==> config.mk <==
export PLATFORM = sky130hd
export DESIGN_NAME = decoder_rr_arb_flat
export DESIGN_NICKNAME = d
export VERILOG_FILES = /design/src/rtl/decoder_rr_arb_if.sv /design/src/rtl/decoder_rr_arb.sv /design/src/flat_wrapper.sv
export SDC_FILE = /design/constraint.sdc
export NUM_CORES = 1
export LEC_CHECK = 0
export ABC_CLOCK_PERIOD_IN_PS = 1900
export BUFFER_PORTS_ARGS = -buffer_cell sky130_fd_sc_hd__buf_2
export CAP_MARGIN = 10
export CORE_MARGIN = 4
export CORE_UTILIZATION = 50
export DETAILED_ROUTE_END_ITERATION = 12
export GPL_TIMING_DRIVEN = 0
export HOLD_SLACK_MARGIN = 0.15
export PLACE_DENSITY = 0.68
export SETUP_SLACK_MARGIN = 0.02
export SLEW_MARGIN = 20
export SYNTH_ARGS = -nofsm -noshare
export SYNTH_HDL_FRONTEND = slang
export SYNTH_SLANG_ARGS = --single-unit
==> constraint.sdc <==
create_clock -name clk_in -period 1.9 [get_ports clk_in]
set_input_delay 0.19 -clock clk_in [delete_from_list [all_inputs] [get_ports clk_in]]
set_output_delay 0.19 -clock clk_in [all_outputs]
set_load 0.03 [all_outputs]
==> src/rtl/decoder_rr_arb_if.sv <==
// decoder_rr_arb_if -- request/grant bundle between requesters and the
// round-robin arbiter that drives a downstream 2-to-4 decoder.
//   req_in  : per-requester level-sensitive request lines
//   sel_out : registered binary index of the granted requester (decoder select)
//   en_out  : registered grant-valid flag (decoder enable)
// slave  = arbiter side, master = requester/decoder side.
interface decoder_rr_arb_if;
  logic [3:0] req_in;
  logic [1:0] sel_out;
  logic       en_out;

  modport slave  (input  req_in, output sel_out, output en_out);
  modport master (output req_in, input  sel_out, input  en_out);
endinterface

==> src/rtl/decoder_rr_arb.sv <==
// decoder_rr_arb -- 4-way round-robin arbiter with bounded grant hold,
// producing a registered select/enable pair for a 2-to-4 decoder.
//   clk_in  : clock, all state updates on rising edge
//   rst_in  : asynchronous active-high reset
//   bus     : decoder_rr_arb_if.slave (req_in in, sel_out/en_out out)
// HOLD_CYCLES (1..16) bounds how many consecutive cycles one requester
// keeps the grant before the search moves past it.
module decoder_rr_arb #(
  parameter int HOLD_CYCLES = 4
) (
  input  logic              clk_in,
  input  logic              rst_in,
  decoder_rr_arb_if.slave   bus
);

  localparam logic [0:0] IDLE  = 1'b0;
  localparam logic [0:0] GRANT = 1'b1;

  localparam logic [3:0] CNT_MAX = 4'(HOLD_CYCLES - 1);

  logic [0:0] r_state;
  logic [1:0] r_sel;
  logic       r_en;
  logic [3:0] r_cnt;
  logic [1:0] r_last;

  logic [1:0] w_pick;
  logic       w_found;
  logic [1:0] w_idx;
  logic       w_release;
  logic       w_expire;
  logic       w_end;
  logic       w_any;

  assign w_any = |bus.req_in;

  // Search starts one past the last grant and wraps; i = 4 lands back on
  // r_last itself, so a lone requester is re-granted after expiry.
  always_comb begin
    w_found = 1'b0;
    w_pick  = r_last;
    w_idx   = r_last;
    for (int i = 1; i <= 4; i++) begin
      w_idx = r_last + 2'(i);
      if (!w_found && bus.req_in[w_idx]) begin
        w_found = 1'b1;
        w_pick  = w_idx;
      end
    end
  end

  assign w_release = !bus.req_in[r_sel];
  assign w_expire  = (r_cnt == CNT_MAX);
  assign w_end     = w_release || w_expire;

  always_ff @(posedge clk_in or posedge rst_in) begin
    if (rst_in) begin
      r_state <= IDLE;
      r_sel   <= 2'b00;
      r_en    <= 1'b0;
      r_cnt   <= 4'd0;
      r_last  <= 2'b11;
    end else begin
      case (r_state)
        IDLE: begin
          if (w_any) begin
            r_state <= GRANT;
            r_sel   <= w_pick;
            r_last  <= w_pick;
            r_en    <= 1'b1;
            r_cnt   <= 4'd0;
          end
        end
        GRANT: begin
          if (w_end) begin
            r_cnt <= 4'd0;
            if (w_any) begin
              // back-to-back hand-over, enable stays high
              r_sel  <= w_pick;
              r_last <= w_pick;
            end else begin
              // sel holds its last value while idle
              r_state <= IDLE;
              r_en    <= 1'b0;
            end
          end else begin
            r_cnt <= r_cnt + 4'd1;
          end
        end
        default: begin
          r_state <= IDLE;
          r_en    <= 1'b0;
          r_cnt   <= 4'd0;
        end
      endcase
    end
  end

  assign bus.sel_out = r_sel;
  assign bus.en_out  = r_en;

endmodule

==> src/flat_wrapper.sv <==
// flat-port wrapper written by rule: the top's interface ports become plain ports
module decoder_rr_arb_flat 
#(
  parameter int HOLD_CYCLES = 4
)
  (clk_in, rst_in, bus_req_in, bus_sel_out, bus_en_out);
  decoder_rr_arb_if bus_i ();
  input  logic clk_in;
  input  logic rst_in;
  input wire logic [$bits(bus_i.req_in)-1:0] bus_req_in;
  output wire logic [$bits(bus_i.sel_out)-1:0] bus_sel_out;
  output wire logic [$bits(bus_i.en_out)-1:0] bus_en_out;
  assign bus_i.req_in = bus_req_in;
  assign bus_sel_out = bus_i.sel_out;
  assign bus_en_out = bus_i.en_out;
  decoder_rr_arb #(.HOLD_CYCLES(HOLD_CYCLES)) u_core (.clk_in(clk_in), .rst_in(rst_in), .bus(bus_i));
endmodule
==> results of run 1 <==
per-stage QoR:
stage	hold slack, ns	total power (W)	setup WS, ns	utilization, %	instance area (um^2)
after global placement	0.168	0.000918	0.397	56.9	749
final	0.165	0.00113	0.366	60.4	796
after detailed placement	0.180	0.000942	0.370	56.9	749
after floorplan	0.0287	0.000816	0.299	-	701
after CTS	0.160	0.00114	0.362	60.4	796
after global routing	0.180	0.00123	0.241	60.4	796
critical path, cell delays in order, from the launching register on:
cell and delay (ns):
dfrtp_1 0.39, ha_1 0.20, nand3_1 0.24, a21oi_2 0.25, mux2_1 0.33
flip-flops by register name, indices dropped and copies added, names as in the netlist:
signal	flops
u_core.bus.sel_out	2
u_core.r_last	2
u_core.r_state	1
u_core.r_cnt	4
u_core.bus.en_out	1
final timing paths:
| kind | from | to | slack [ns] | depth (start not counted) |
|---|---|---|---|---|
| min reg2reg | u_core.bus.sel_out[0]$_DFFE_PP0P_ | u_core.bus.sel_out[0]$_DFFE_PP0P_ | 0.53 | 1 |
| max reg2reg | u_core.r_cnt[0]$_DFFE_PP0P_ | u_core.bus.sel_out[0]$_DFFE_PP0P_ | 0.37 | 4 |
| max | u_core.r_cnt[0]$_DFFE_PP0P_ | u_core.bus.sel_out[0]$_DFFE_PP0P_ | 0.37 | 4 |
| min in group asynchronous | rst_in | u_core.r_cnt[2]$_DFFE_PP0P_ | 0.43 | 3 |
| min | bus_req_in[3] | u_core.r_state$_DFF_PP0_ | 0.16 | 3 |
| max in group asynchronous | rst_in | u_core.r_last[1]$_DFFE_PP1P_ | 1.16 | 3 |
per-layer routing:
| metal | part of all wire, % | vias to the layer above |
|---|---|---|
| met1 | 45 | 284 |
| met4 | 1.6 | 0 |
| li1 | - | 308 |
| met3 | 5.6 | 4 |
| met5 | 0 | - |
| met2 | 48 | 13 |
what timing repair did:
action	4_1_cts	5_1_grt
gates resized for setup	0	0
hold buffers	1	0
endpoints found under the hold margin	8	0
cells in the final DEF (no fill, tap or decap), types with 2 or more instances in the layout:
| cell | synthesis | layout |
|---|---|---|
| buf_2 | 1 | 7 |
| a2bb2oi_1 | 2 | 2 |
| mux2_1 | 2 | 2 |
| buf_6 | 2 | 2 |
| nor2_1 | 4 | 4 |
| mux2i_1 | 3 | 3 |
| inv_1 | 8 | 8 |
| dfstp_2 | 2 | 2 |
| nand2b_1 | 3 | 3 |
| nand3_1 | 4 | 4 |
| or2_2 | 2 | 2 |
| nor3_1 | 2 | 2 |
| ha_1 | 2 | 2 |
| clkbuf_4 | 0 | 3 |
| nand2_1 | 7 | 7 |
| nor2b_1 | 2 | 2 |
| dfrtp_1 | 8 | 8 |
| o21ai_0 | 4 | 4 |
| a21oi_1 | 6 | 6 |
power by group through the flow:
stage | Clock, W | Combinational (W) | Sequential (W)
floorplan | 0 | 0.000410 | 0.000406
global placement | 0 | 0.000568 | 0.000350
detailed placement | 0 | 0.000587 | 0.000355
CTS | 0.000196 | 0.000589 | 0.000352
global route | 0.000206 | 0.000657 | 0.000367
finish | 0.000189 | 0.000584 | 0.000352
final cells by class:
| cell class | instances | area (um^2) | share of cell area [%] |
|---|---|---|---|
| repair buffers | 7 | 40.0 | 5.03 |
| plain buffers | 4 | 31.3 | 3.93 |
| multi-input cells | 57 | 387 | 48.6 |
| well taps | 15 | 18.8 | 2.36 |
| inverters | 8 | 30.0 | 3.77 |
| flip-flops and latches | 10 | 253 | 31.8 |
| clock buffers | 4 | 36.3 | 4.56 |
cells by family (layout without fill, tap and decap cells):
| group | Yosys count | count (layout) | share of synthesized area, % |
|---|---|---|---|
| AO/OA/AOI/OAI | 23 | 23 | 24.1 |
| adder cells (fa/ha/maj) | 2 | 2 | 3.57 |
| buffers and inverters | 12 | 23 | 8.75 |
| flip-flops | 10 | 10 | 36.1 |
| multiplexers | 5 | 5 | 7.50 |
| AND/OR/NAND/NOR | 27 | 27 | 20.0 |
==> results.toml, run 1 <==
[routing]
ant_nets = 0
drt_wl_total_um = 1410
wire_per_inst_um = 13.4
drt_iter0_markers = 15
drtPass1Iterations = 4
remaining_drc_errors = 0
viasPerCell = 5.80
vias = 609

[power]
combPwrFrac_pct = 51.9
clkPwrFrac_pct = 16.8
p_switching_w = 0.000463
swShare_pct = 41.1
powerDensity_nw_per_um2 = 1410
p_leak_nw = 0.358
irDropWorstVdd_v = 0.000705
p_seq_share_pct = 31.3
p_int_w = 0.000663

[synthesis]
async_flop_share_pct = 100
synth.avg_cell_area_um2 = 8.87
synth_top_area_share_pct = 28.6
ys_seq_area_share_pct = 36.1
yosys-top-cells-area = "dfrtp_1 29%, dfstp_2 7.5%, a21oi_1 4.3%"
synthesis.nets = 87
ys_seq_elements = 10
synthFlopType = "dfrtp_1"
synth_top_area_cell = "dfrtp_1"
yosysUniqueCellTypes = 33
yosysWarnings = 0
synth_edf_count = 0
ys_top_cells_by_count = "8 x dfrtp_1, 8 x inv_1, 7 x nand2_1"
synthesis.area_um2 = 701
synthCells = 79

[sta]
slew_headroom_pct = 73.7
tightest_slew_ns = 0.384
post-route-period-util_pct = 80.7
grt_setup_unrepaired = "false"
slew_viol_final = 0
hold_viol_final = 0
setup_violations = 0
max_freq_mhz = 652
skew_ns = 0.00199
finalCriticalPeriod_ns = 1.53
fin_tns_setup_ns = 0

[floorplan]
die_height_um = 45.4
core_area_um2 = 1320
die-width_um = 45.4
dieArea_um2 = 2060
row_count = 13
start_util_pct = 53.2
io_pins = 9

[finish]
num_antenna_cells = 0
n_fill_cell = 116
layout.cells.non_filler = 105
nets = 99
drive_above_1_share_pct = 22.2
area_growth_pct = 13.6

[clock_network]
cts_tree = "built"
post_cts_buffers = 0
insertion_delay_ns = 0.26
cts.sinks = 10
numCtsBuffers = 3
cts_root_buf = "clkbuf_4"
cts_buffer_depth = 2
path_clk_slew_ns = 0.06
cts.htree.levels = 1

[placement]
placedCellCount = 100
portBuffers = 6
gp_congestion = 0.820
dp_hpwl_um = 1060

[grt]
grt_pass1_vias = 589
grt_max_degree = 11
antenna_found_initial = 0
top_usage_layer = "met2"
met3_usage_pct = 7.11
grt_first_pass_wirelength_um = 2620
met2_usage_pct = 27.6
grt_overflow = 0
use_met1_pct = 22.1
grt_util_all_layers_pct = 18.0

[critical_path]
cp-start-kind = "flop"
worstPathArrival_ns = 1.68
worstSetupEndpointType = "flop"
critical_path_class = "reg2reg"
crit_fanout = 6
required_ns = 2.05

[run_status]
status = "finished clean"

[flow_run]
cap_violations = 0

[hold_path]
hp-class = "in2reg"
Power figures use the tool's default switching activity.
==> inputs of run 2 (changes only) <==
- ABC_CLOCK_PERIOD_IN_PS: 1900 -> 1550
- clock period: 1.9 -> 1.55 ns (I/O delays scaled with it)
==> results.toml, run 2 (synthesized netlist as in run 1, its figures left out) <==
[clock_network]
numCtsBuffers = 3
cts.sinks = 10
insertion_delay_ns = 0.27
cts.htree.levels = 1
path_clk_slew_ns = 0.07
cts_buffer_depth = 2
cts_tree = "built"
cts_root_buf = "clkbuf_4"

[grt]
grt_first_pass_wirelength_um = 2500
antenna_found_initial = 0
grt_pass1_vias = 582
grt_util_all_layers_pct = 16.6
grt_max_degree = 11
grt_overflow = 0

[sta]
finalCriticalPeriod_ns = 1.55
slew_viol_final = 0
hold_viol_final = 0
max_freq_mhz = 647
skew_ns = 0.00641
setup_violations = 0
post-route-period-util_pct = 99.8
slew_headroom_pct = 66.8
fin_tns_setup_ns = 0
tightest_slew_ns = 0.494

[floorplan]
core_area_um2 = 1320
die_height_um = 45.4
row_count = 13
dieArea_um2 = 2060
io_pins = 9
die-width_um = 45.4
start_util_pct = 53.2

[power]
irDropWorstVdd_v = 0.00109
p_leak_nw = 0.380
powerDensity_nw_per_um2 = 1820

[routing]
drt_wl_total_um = 1540
viasPerCell = 5.91
remaining_drc_errors = 0
drtPass1Iterations = 4
vias = 626
wire_per_inst_um = 14.5
drt_iter0_markers = 35
ant_nets = 0

[placement]
placedCellCount = 100
portBuffers = 6
dp_hpwl_um = 990
gp_congestion = 0.812

[finish]
n_fill_cell = 115
drive_above_1_share_pct = 29.7
largest_reg_flops = 4
layout.cells.non_filler = 106
area_growth_pct = 23.2
layout_commonest_cell = "inv_1"
final_cell_mix = "8 x inv_1, 7 x nand2_1, 7 x dfrtp_1, 6 x a21oi_1, 6 x buf_2"
nets = 100
top_register = "u_core.r_cnt"
num_antenna_cells = 0

[critical_path]
ff2ff_setup_slack_ns = 0.004
worstSetupEndpointType = "flop"
crit_fanout = 4
cp-start-kind = "flop"
critical_path_class = "reg2reg"
required_ns = 1.70
worstPathArrival_ns = 1.70

[flow_run]
cap_violations = 0

[run_status]
status = "finished clean"

[hold_path]
hp-class = "in2reg"
## run 2: layout make-up
| cell class | count | area (um^2) | share of cell area [%] |
|---|---|---|---|
| Sequential cell | 10 | 254 | 29.4 |
| Multi-Input combinational cell | 57 | 424 | 49.1 |
| Timing Repair Buffer | 10 | 77.6 | 8.99 |
| Tap cell | 15 | 18.8 | 2.17 |
| Clock buffer | 4 | 36.3 | 4.20 |
| Inverter | 8 | 30.0 | 3.48 |
| Buffer | 2 | 22.5 | 2.61 |
## run 2: repair_timing
item | in CTS | in global routing
pin swaps | 0 | 3
buffers inserted | 0 | 2
cloned | 0 | 0
endpoints found under the setup margin | 3 | 3
gates resized for setup | 2 | 6
endpoints found under the hold margin | 9 | 0
hold buffers | 2 | 0
## run 2: routing by layer
layer	up-vias	share of wire, %	track usage, %
met5	-	0	0
met4	0	1.9	7.02
met3	5	5.2	3.56
met2	24	46	26.2
met1	287	46	21.6
li1	310	-	-
## run 2: path summary, 6_finish.rpt
path	start	end	depth (start not counted)
min in group asynchronous	rst_in	u_core.r_cnt[3]$_DFFE_PP0P_	3
worst min register to register	u_core.bus.en_out$_DFFE_PP0P_	u_core.bus.en_out$_DFFE_PP0P_	2
worst max-delay path	u_core.bus.sel_out[1]$_DFFE_PP0P_	u_core.bus.sel_out[0]$_DFFE_PP0P_	4
max in group asynchronous	rst_in	u_core.r_last[1]$_DFFE_PP1P_	3
worst min-delay path	bus_req_in[3]	u_core.r_last[0]$_DFFE_PP1P_	4
worst max register to register	u_core.bus.sel_out[1]$_DFFE_PP0P_	u_core.bus.sel_out[0]$_DFFE_PP0P_	4
## run 2: through the flow
| stage | power (W) | utilization [%] | worst slack (ns) | instance area [um^2] | hold slack, ns |
|---|---|---|---|---|---|
| floorplan | 0.00100 | - | 0.0452 | 702 | -0.00632 |
| global placement | 0.00113 | 57.0 | -0.0562 | 751 | 0.143 |
| detailed placement | 0.00114 | 57.0 | -0.0418 | 751 | 0.152 |
| CTS | 0.00138 | 61.4 | 0.0597 | 810 | 0.279 |
| global route | 0.00168 | 65.5 | -0.0348 | 863 | 0.311 |
| finish | 0.00157 | 65.5 | 0.00369 | 863 | 0.293 |
## run 2: report_power, final
group | switching (W) | internal [W]
Sequential | 0.000136 | 0.000373
Clock | 0.0000971 | 0.000143
Combinational | 0.000389 | 0.000437
## run 2: worst max-delay path: stages, from the launching register on
cell and delay, ns:
dfrtp_2 0.44, mux2i_2 0.32, o22ai_4 0.15, a21oi_4 0.20, mux2_4 0.31
